--- src/rtl/scalar_integer_issue_pkg.sv ---
// scalar_pkg: opcodes, latency and parcel/writeback types for the scalar integer issue block
package scalar_pkg;
   localparam logic [6:0] OP_SUM  = 7'o104;
   localparam logic [6:0] OP_DIFF = 7'o105;
   localparam logic [6:0] OP_POP  = 7'o106;
   localparam logic [6:0] OP_LZC  = 7'o107;
   localparam int FU_LATENCY = 2;
   typedef struct packed {
      logic [6:0] opcode;
      logic [2:0] i;
      logic [2:0] j;
      logic [2:0] k;
   } parcel_t;
   typedef struct packed {
      logic       v;
      logic [2:0] d;
   } wb_t;
   // 104..107 share the upper five opcode bits
   function automatic logic is_legal(input logic [6:0] op);
      return op[6:2] == OP_SUM[6:2];
   endfunction
   function automatic logic uses_k(input logic [6:0] op);
      return op[6:1] == OP_SUM[6:1];
   endfunction
endpackage

--- src/rtl/scalar_integer_issue_if.sv ---
// scalar_integer_issue_if: parcel, load, debug-read and functional-unit signals of the issue block
interface scalar_integer_issue_if;
   logic        i_Valid;
   logic [15:0] i_Parcel;
   logic        o_Ready;
   logic        i_LdValid;
   logic [2:0]  i_LdAddr;
   logic [63:0] i_LdData;
   logic        o_LdReady;
   logic [2:0]  i_RdAddr;
   logic [63:0] o_RdData;
   logic [63:0] o_Sj;
   logic [63:0] o_Sk;
   logic [6:0]  o_Instr;
   logic [63:0] i_Si;
   logic        o_Illegal;
   logic        o_Busy;
   modport master (
      output i_Valid, i_Parcel, i_LdValid, i_LdAddr, i_LdData, i_RdAddr, i_Si,
      input  o_Ready, o_LdReady, o_RdData, o_Sj, o_Sk, o_Instr, o_Illegal, o_Busy
   );
   modport slave (
      input  i_Valid, i_Parcel, i_LdValid, i_LdAddr, i_LdData, i_RdAddr, i_Si,
      output o_Ready, o_LdReady, o_RdData, o_Sj, o_Sk, o_Instr, o_Illegal, o_Busy
   );
endinterface

--- src/rtl/scalar_integer_issue_scoreboard.sv ---
// s_register_scoreboard: eight 64-bit S registers with three read ports, two write ports and busy bits
module s_register_scoreboard (
   input  logic        clk,
   input  logic        rst,
   input  logic [2:0]  i_AddrJ,
   input  logic [2:0]  i_AddrK,
   input  logic [2:0]  i_AddrDbg,
   output logic [63:0] o_DataJ,
   output logic [63:0] o_DataK,
   output logic [63:0] o_DataDbg,
   input  logic        i_WbEn,
   input  logic [2:0]  i_WbAddr,
   input  logic [63:0] i_WbData,
   input  logic        i_LdEn,
   input  logic [2:0]  i_LdAddr,
   input  logic [63:0] i_LdData,
   input  logic        i_SetEn,
   input  logic [2:0]  i_SetAddr,
   input  logic        i_ClrEn,
   input  logic [2:0]  i_ClrAddr,
   output logic [7:0]  o_Busy
);
   logic [63:0] r_S [8];
   logic [7:0]  r_busy;
   logic [7:0]  w_set;
   logic [7:0]  w_clr;
   assign o_DataJ   = r_S[i_AddrJ];
   assign o_DataK   = r_S[i_AddrK];
   assign o_DataDbg = r_S[i_AddrDbg];
   assign o_Busy    = r_busy;
   assign w_set     = {7'b0, i_SetEn} << i_SetAddr;
   assign w_clr     = {7'b0, i_ClrEn} << i_ClrAddr;
   // the scoreboard keeps writeback and load targets disjoint, so write order is irrelevant
   always_ff @(posedge clk) begin
      if (rst) begin
         r_S    <= '{default: '0};
         r_busy <= '0;
      end else begin
         if (i_WbEn) r_S[i_WbAddr] <= i_WbData;
         if (i_LdEn) r_S[i_LdAddr] <= i_LdData;
         r_busy <= (r_busy | w_set) & ~w_clr;
      end
   end
endmodule

--- src/rtl/scalar_integer_issue.sv ---
// scalar_integer_issue: issues 104-107 parcels to the scalar integer unit and retires results into S
module scalar_integer_issue #(
   parameter int FU_LATENCY = scalar_pkg::FU_LATENCY
) (
   input logic clk,
   input logic rst,
   scalar_integer_issue_if.slave bus
);
   import scalar_pkg::*;
   parcel_t             w_p;
   logic [7:0]          w_busy;
   logic [63:0]         w_sj;
   logic [63:0]         w_sk;
   logic                w_legal;
   logic                w_usek;
   logic                w_hazard;
   logic                w_acc;
   logic                w_issue;
   logic                w_ld;
   logic                w_inflight;
   wb_t                 w_new;
   wb_t                 w_tail;
   wb_t [FU_LATENCY:0]  r_pipe;
   logic [63:0]         r_Sj;
   logic [63:0]         r_Sk;
   logic [6:0]          r_Instr;
   logic                r_Illegal;
   assign w_p      = parcel_t'(bus.i_Parcel);
   assign w_legal  = is_legal(w_p.opcode);
   assign w_usek   = uses_k(w_p.opcode);
   assign w_hazard = w_busy[w_p.i] | w_busy[w_p.j] | (w_usek & w_busy[w_p.k]);
   assign bus.o_Ready   = ~rst & ~bus.i_LdValid & (~w_legal | ~w_hazard);
   assign w_acc    = bus.i_Valid & bus.o_Ready;
   assign w_issue  = w_acc & w_legal;
   assign bus.o_LdReady = ~rst & ~w_busy[bus.i_LdAddr];
   assign w_ld     = bus.i_LdValid & bus.o_LdReady;
   assign w_new    = '{v: w_issue, d: w_p.i};
   assign w_tail   = r_pipe[FU_LATENCY];
   assign bus.o_Sj      = r_Sj;
   assign bus.o_Sk      = r_Sk;
   assign bus.o_Instr   = r_Instr;
   assign bus.o_Illegal = r_Illegal;
   assign bus.o_Busy    = ~rst & ((|w_busy) | w_inflight);
   always_comb begin
      w_inflight = 1'b0;
      for (int n = 0; n <= FU_LATENCY; n++) w_inflight = w_inflight | r_pipe[n].v;
   end
   s_register_scoreboard u_sb (
      .clk       (clk),
      .rst       (rst),
      .i_AddrJ   (w_p.j),
      .i_AddrK   (w_p.k),
      .i_AddrDbg (bus.i_RdAddr),
      .o_DataJ   (w_sj),
      .o_DataK   (w_sk),
      .o_DataDbg (bus.o_RdData),
      .i_WbEn    (w_tail.v),
      .i_WbAddr  (w_tail.d),
      .i_WbData  (bus.i_Si),
      .i_LdEn    (w_ld),
      .i_LdAddr  (bus.i_LdAddr),
      .i_LdData  (bus.i_LdData),
      .i_SetEn   (w_issue),
      .i_SetAddr (w_p.i),
      .i_ClrEn   (w_tail.v),
      .i_ClrAddr (w_tail.d),
      .o_Busy    (w_busy)
   );
   // 106 selects popcount/parity through k[0]; 107 needs no second operand
   always_ff @(posedge clk) begin
      if (rst) begin
         r_Sj      <= '0;
         r_Sk      <= '0;
         r_Instr   <= '0;
         r_Illegal <= 1'b0;
         r_pipe    <= '0;
      end else begin
         r_Instr   <= w_issue ? w_p.opcode : '0;
         r_Illegal <= w_acc & ~w_legal;
         r_pipe    <= {r_pipe[FU_LATENCY-1:0], w_new};
         if (w_issue) begin
            r_Sj <= w_sj;
            r_Sk <= w_usek ? w_sk : {63'b0, (w_p.opcode == OP_POP) & w_p.k[0]};
         end
      end
   end
endmodule

--- src/flat_wrapper.sv ---
// flat-port wrapper written by rule: the top's interface ports become plain ports
module scalar_integer_issue_flat import scalar_pkg::*;
#(
   parameter int FU_LATENCY = scalar_pkg::FU_LATENCY
)
  (clk, rst, bus_i_Valid, bus_i_Parcel, bus_i_LdValid, bus_i_LdAddr, bus_i_LdData, bus_i_RdAddr, bus_i_Si, bus_o_Ready, bus_o_LdReady, bus_o_RdData, bus_o_Sj, bus_o_Sk, bus_o_Instr, bus_o_Illegal, bus_o_Busy);
  scalar_integer_issue_if bus_i ();
  input logic clk;
  input logic rst;
  input wire logic [$bits(bus_i.i_Valid)-1:0] bus_i_Valid;
  input wire logic [$bits(bus_i.i_Parcel)-1:0] bus_i_Parcel;
  input wire logic [$bits(bus_i.i_LdValid)-1:0] bus_i_LdValid;
  input wire logic [$bits(bus_i.i_LdAddr)-1:0] bus_i_LdAddr;
  input wire logic [$bits(bus_i.i_LdData)-1:0] bus_i_LdData;
  input wire logic [$bits(bus_i.i_RdAddr)-1:0] bus_i_RdAddr;
  input wire logic [$bits(bus_i.i_Si)-1:0] bus_i_Si;
  output wire logic [$bits(bus_i.o_Ready)-1:0] bus_o_Ready;
  output wire logic [$bits(bus_i.o_LdReady)-1:0] bus_o_LdReady;
  output wire logic [$bits(bus_i.o_RdData)-1:0] bus_o_RdData;
  output wire logic [$bits(bus_i.o_Sj)-1:0] bus_o_Sj;
  output wire logic [$bits(bus_i.o_Sk)-1:0] bus_o_Sk;
  output wire logic [$bits(bus_i.o_Instr)-1:0] bus_o_Instr;
  output wire logic [$bits(bus_i.o_Illegal)-1:0] bus_o_Illegal;
  output wire logic [$bits(bus_i.o_Busy)-1:0] bus_o_Busy;
  assign bus_i.i_Valid = bus_i_Valid;
  assign bus_i.i_Parcel = bus_i_Parcel;
  assign bus_i.i_LdValid = bus_i_LdValid;
  assign bus_i.i_LdAddr = bus_i_LdAddr;
  assign bus_i.i_LdData = bus_i_LdData;
  assign bus_i.i_RdAddr = bus_i_RdAddr;
  assign bus_i.i_Si = bus_i_Si;
  assign bus_o_Ready = bus_i.o_Ready;
  assign bus_o_LdReady = bus_i.o_LdReady;
  assign bus_o_RdData = bus_i.o_RdData;
  assign bus_o_Sj = bus_i.o_Sj;
  assign bus_o_Sk = bus_i.o_Sk;
  assign bus_o_Instr = bus_i.o_Instr;
  assign bus_o_Illegal = bus_i.o_Illegal;
  assign bus_o_Busy = bus_i.o_Busy;
  scalar_integer_issue #(.FU_LATENCY(FU_LATENCY)) u_core (.clk(clk), .rst(rst), .bus(bus_i));
endmodule
--- config.mk ---
export PLATFORM = sky130hd
export DESIGN_NAME = scalar_integer_issue_flat
export DESIGN_NICKNAME = d
export VERILOG_FILES = /design/src/rtl/scalar_integer_issue_pkg.sv /design/src/rtl/scalar_integer_issue_if.sv /design/src/rtl/scalar_integer_issue_scoreboard.sv /design/src/rtl/scalar_integer_issue.sv /design/src/flat_wrapper.sv
export SDC_FILE = /design/constraint.sdc
export NUM_CORES = 2
export LEC_CHECK = 0
export CAP_MARGIN = 20
export CORE_MARGIN = 1.5
export CORE_UTILIZATION = 60
export CTS_CLUSTER_SIZE = 24
export DETAILED_ROUTE_END_ITERATION = 16
export PLACE_DENSITY = 0.83
export SLEW_MARGIN = 20
export SYNTH_ARGS = -nofsm -noshare
export SYNTH_HDL_FRONTEND = slang
export SYNTH_SLANG_ARGS = --single-unit
--- constraint.sdc ---
create_clock -name clk -period 4.1 [get_ports clk]
set_clock_uncertainty 0.1 [all_clocks]
set_input_delay 0.82 -clock clk [delete_from_list [all_inputs] [get_ports clk]]
set_output_delay 0.82 -clock clk [all_outputs]
set_load 0.05 [all_outputs]
---- Word level (Yosys, flattened, before mapping) ----
Index checks and enable logic that the tools add are counted.
operators by class
  order comparisons ....................... 11
  equal/unequal tests ..................... 3
  shifts and indexed selects .............. 2
  mux-type cells .......................... 27
  bitwise operators ....................... 30
  reductions and logical operators ........ 4
operators with widths
  operator            count
  $mux 512            3
  $bwmux 512          2
  $bmux 64 s3         3
  $mux 64             9
  $demux 64 s3        2
  $ge 4x4->1 const B  5
  $not 3->4           5
  $lt 3x4->1 const B  4
  $shl 1x3->8         2
  $bmux 1 s3          4
  $and 1x1->1         10
  $and 8x8->8         1
  $lt 4x1->1 const B  2
  $not 8->8           1
  $or 8x8->8          1
  $reduce_or 8->1     1
  $eq 7x7->1 const B  1
  $eq 6x6->1 const B  1
  $not 1->1           6
  $or 1x1->1          6
  $eq 5x5->1 const B  1
  $mux 1              4
  $logic_and 1x1->1   2
  $reduce_or 2->1     1
word-level totals
  register bits after elaboration ......... 668
  output and inout port bits .............. 203

---- Depth between registers and ports, before layout ----
  word-level depth ........................ 12
  gate-level depth with buffers ........... 9
  depth with buffers taken out ............ 5

---- Hierarchy ----
Synthesis repeated with hierarchy kept, for this count alone.
unflattened totals
  cell total of the unflattened synthesis .. 4,336
  area, all modules ....................... 41,124.4 um2
modules (own cells, without submodules)
  module                 instances  cells an instance  area each (um2)  sequential area each (um2)
  s_register_scoreboard  1          3,711              34,805.9         10,410.0
  scalar_integer_issue   1          625                6,318.6          2,962.8

---- Least setup slack after synthesis ----
Ideal clock, no wire load.
  path kind ............................... input-to-output
  start ................................... in bus_i_Parcel[3]
  end ..................................... out bus_o_Ready
  arrival time ............................ 4.275 ns
  setup slack ............................. -1.095 ns
  stages .................................. 5
  cell sequence ........................... clkbuf_1 mux4_2 mux2i_1 nand3_1 a2111oi_0
between the ends
  longest elaborated chain between the ends .. 7
RTL lines
  what                          line                        RTL
  start, declared               flat_wrapper.sv:11          input wire logic [$bits(bus_i.i_Parcel)-1:0] bus_i_Parcel;
  $bmux 1 s3                    scalar_integer_issue.sv:31  assign w_hazard = w_busy[w_p.i] | w_busy[w_p.j] | (w_usek & w_busy[w_p.k]);
  $mux 1 (implied by the code)  scalar_integer_issue.sv:31
  $or 1x1->1 (2 in series)      scalar_integer_issue.sv:31
  $not 1->1                     scalar_integer_issue.sv:32  assign bus.o_Ready = ~rst & ~bus.i_LdValid & (~w_legal | ~w_hazard);
  $or 1x1->1                    scalar_integer_issue.sv:32
  $and 1x1->1                   scalar_integer_issue.sv:32
  end, declared                 flat_wrapper.sv:17          output wire logic [$bits(bus_i.o_Ready)-1:0] bus_o_Ready;
No other way between the ends. The select of a mux whose other input is x is not followed.

---- Worst setup path in the final report ----
  start ................................... in bus_i_Parcel[6]
  end ..................................... out bus_o_Ready
Same word-level chain as after synthesis.

==> flow_summary.json <==
{
  "die_w_um": 261,
  "leakagePower_nw": 16.9,
  "fin_nets": 3902,
  "ff_latch_area_um2": 13400,
  "grt_pass1_wl_um": 199000,
  "cts_tree": "done",
  "drt_iter0_markers": 4558,
  "worstSkewPairLatency_ps": 630,
  "syn_area_um2": 39900,
  "rows": 94,
  "slew-limit-headroom": 0.189,
  "status": "completed",
  "grt_pass1_vias": 33800,
  "core_area_um2": 65700,
  "timing.fmax_ghz": 0.248,
  "die_area_um2": 68100,
  "post_drt_wl_per_cell_um": 28.2,
  "worstMarginPinSlew_ps": 1220,
  "setup_viol": 0,
  "worstSetupPathType": "in2out",
  "synth_cell_types": 46,
  "fin_crit_ps": 4030,
  "syn_avg_cell_area_um2": 10.6,
  "maxSlewViolCount": 0,
  "place.gp.congestion": 0.859,
  "cts_resized": 0,
  "seq_area_frac_synth": 0.335,
  "cts_setup_buffers": 0,
  "viasPerCell": 7.36,
  "portBuffers": 356,
  "pwr_density_cell_nw_per_um2": 343,
  "grt-ovfl-total": 0,
  "pwr-share-seq": 0.424,
  "synthFlopType": "dfxtp_1",
  "peakVddDrop_mv": 0.258,
  "ys_seq_elements": 668,
  "drive_gt1_frac": 0.222,
  "p_clk_frac": 0.471,
  "cts_sinks": 668,
  "gr-usage-all-layers": 0.381,
  "power.share.switching": 0.249,
  "cp.required_ps": 3180,
  "clkTransAtPathRegs_ps": 60,
  "cap_violations": 0,
  "cts_max_path_buffers": 3,
  "dr_total_vias": 34500,
  "start_kind": "primary input",
  "chipHeight_um": 261,
  "ys_warn_count": 0,
  "final_core_util": 0.704,
  "initial_core_util": 0.607,
  "hold_class": "reg2reg",
  "multi_input_area_um2": 24400,
  "fillerInstances": 4453,
  "routed_wl_um": 132000,
  "hold_violations": 0,
  "dp_hpwl_um": 77200,
  "tns_ps": 0,
  "rsz0062_at_grt": "false",
  "post-route-period-util": 0.982,
  "drc": 0,
  "cts.hold.buffers_added": 0,
  "antenna_left": 0,
  "grt_max_degree": 191,
  "async_flop_share": 0,
  "firstDrtPassIters": 9,
  "antenna_found_initial": 23,
  "ctsRootBufferMaster": "clkbuf_16",
  "switchingPower_mw": 3.95,
  "cts_max_level": 3,
  "p_comb_frac": 0.105,
  "area_delta_synth_final_pct": 15.9,
  "intPower_mw": 11.9,
  "synth_edf_count": 0,
  "cp-end-kind": "primary output",
  "cts_buffers": 73,
  "cp_max_fo": 7,
  "synthesis.instances": 3747,
  "ios": 357,
  "worst_ep_arrival_time_ps": 3110
}
cells in the final DEF, fill, tap and decap left out, types with 11 or more instances in the layout:
cell type        instances
clkbuf_8                14
a21oi_1                104
nand4_1                 69
o31ai_1                397
nor2_1                 119
bufinv_16               14
clkinv_2                13
mux2_2                 127
mux2i_1                582
clkdlybuf4s50_1        279
diode_2                 18
clkbuf_16               79
a211oi_1               175
buf_12                  39
nand2_1                430
o21ai_0                 54
dfxtp_1                668
mux4_2                 389
nor3_1                  11
buf_4                  129
nor2b_1                 15
flip-flops by register name, indices dropped and copies added (netlist names):
name	count
u_core.u_sb.r_S	512
u_core.bus.o_Sj	64
u_core.bus.o_Sk	64
u_core.r_pipe	12
u_core.u_sb.o_Busy	8
u_core.bus.o_Instr	7
u_core.bus.o_Illegal	1
synthesized netlist by cell type, types with 4 or more instances:
cell / count / area share
a211oi_1: 175 / 0.033
a21oi_1: 104 / 0.013
a31o_2: 6 / 0.0013
a41oi_1: 5 / 0.0011
buf_1: 117 / 0.011
buf_2: 154 / 0.019
buf_4: 19 / 0.0036
clkbuf_1: 240 / 0.023
dfxtp_1: 668 / 0.34
inv_1: 4 / 0.00038
mux2_2: 127 / 0.036
mux2i_1: 582 / 0.15
mux4_2: 389 / 0.22
nand2_1: 430 / 0.040
nand2b_1: 6 / 0.00094
nand4_1: 69 / 0.011
nor2_1: 121 / 0.011
nor2b_1: 15 / 0.0024
nor3_1: 13 / 0.0016
nor4_1: 7 / 0.0011
o21ai_0: 54 / 0.0068
o21ai_1: 10 / 0.0013
o31ai_1: 397 / 0.075
critical path: stages:
cell	delay, ps
clkdlybuf4s50_1	620
mux4_2	530
nand2_1	120
nand3_1	110
a2111oi_2	690
buf_12	220
cells by family (layout without fill, tap and decap cells):
kind of cell / Yosys count / in the layout / synth area share
compound gates: 763 / 763 / 0.134
mux: 1098 / 1098 / 0.401
buf+inv: 536 / 592 / 0.0571
flops: 668 / 668 / 0.335
simple gates: 681 / 681 / 0.0725
other cells: 1 / 21 / 0.0000940
routing by layer:
layer,global-route usage,part of all wire,up-vias
li1,-,-,14400
met4,0.224,0.054,16
met5,0,0.00070,-
met2,0.586,0.46,2719
met3,0.0955,0.13,594
met1,0.489,0.36,16800
layout make-up:
class	count	area share
inverters	5	0.000406
flip-flops and latches	668	0.289
multi-input cells	2545	0.527
repair buffers	455	0.101
clock inverters	32	0.0114
diodes	18	0.000974
clock buffers	100	0.0473
well taps	864	0.0234
power groups by stage:
stage,clock [mW],combinational (mW),sequential [mW]
final,7.46,1.67,6.73
after global routing,7.72,1.73,6.74
after CTS,7.45,1.63,6.72
after detailed placement,0,1.62,6.86
after global placement,0,1.59,6.85
after floorplan,0,1.10,6.84
path summary, 6_finish.rpt:
kind | startpoint | to | slack, ps | cells past startpoint
min reg2reg | u_core.r_pipe[1] | u_core.r_pipe[5] | 340 | 1
max reg2reg | u_core.u_sb.o_Busy[7] | u_core.bus.o_Sj[28] | 1080 | 6
max | bus_i_Parcel[6] | bus_o_Ready | 70 | 6
min | u_core.r_pipe[1] | u_core.r_pipe[5] | 340 | 1
metrics by stage:
stage	area (um2)	hold slack [ps]	setup WS [ps]	power, mW	instances
after CTS	46200	347	90.2	15.8	4668
after global routing	46200	367	28.0	16.2	4681
after floorplan	39900	314	228	7.95	3749
after detailed placement	43500	341	114	8.48	4536
after global placement	43500	335	116	8.44	4536
final	46300	345	75.0	15.9	4687
No activity file was read; power rests on OpenSTA's default activity.
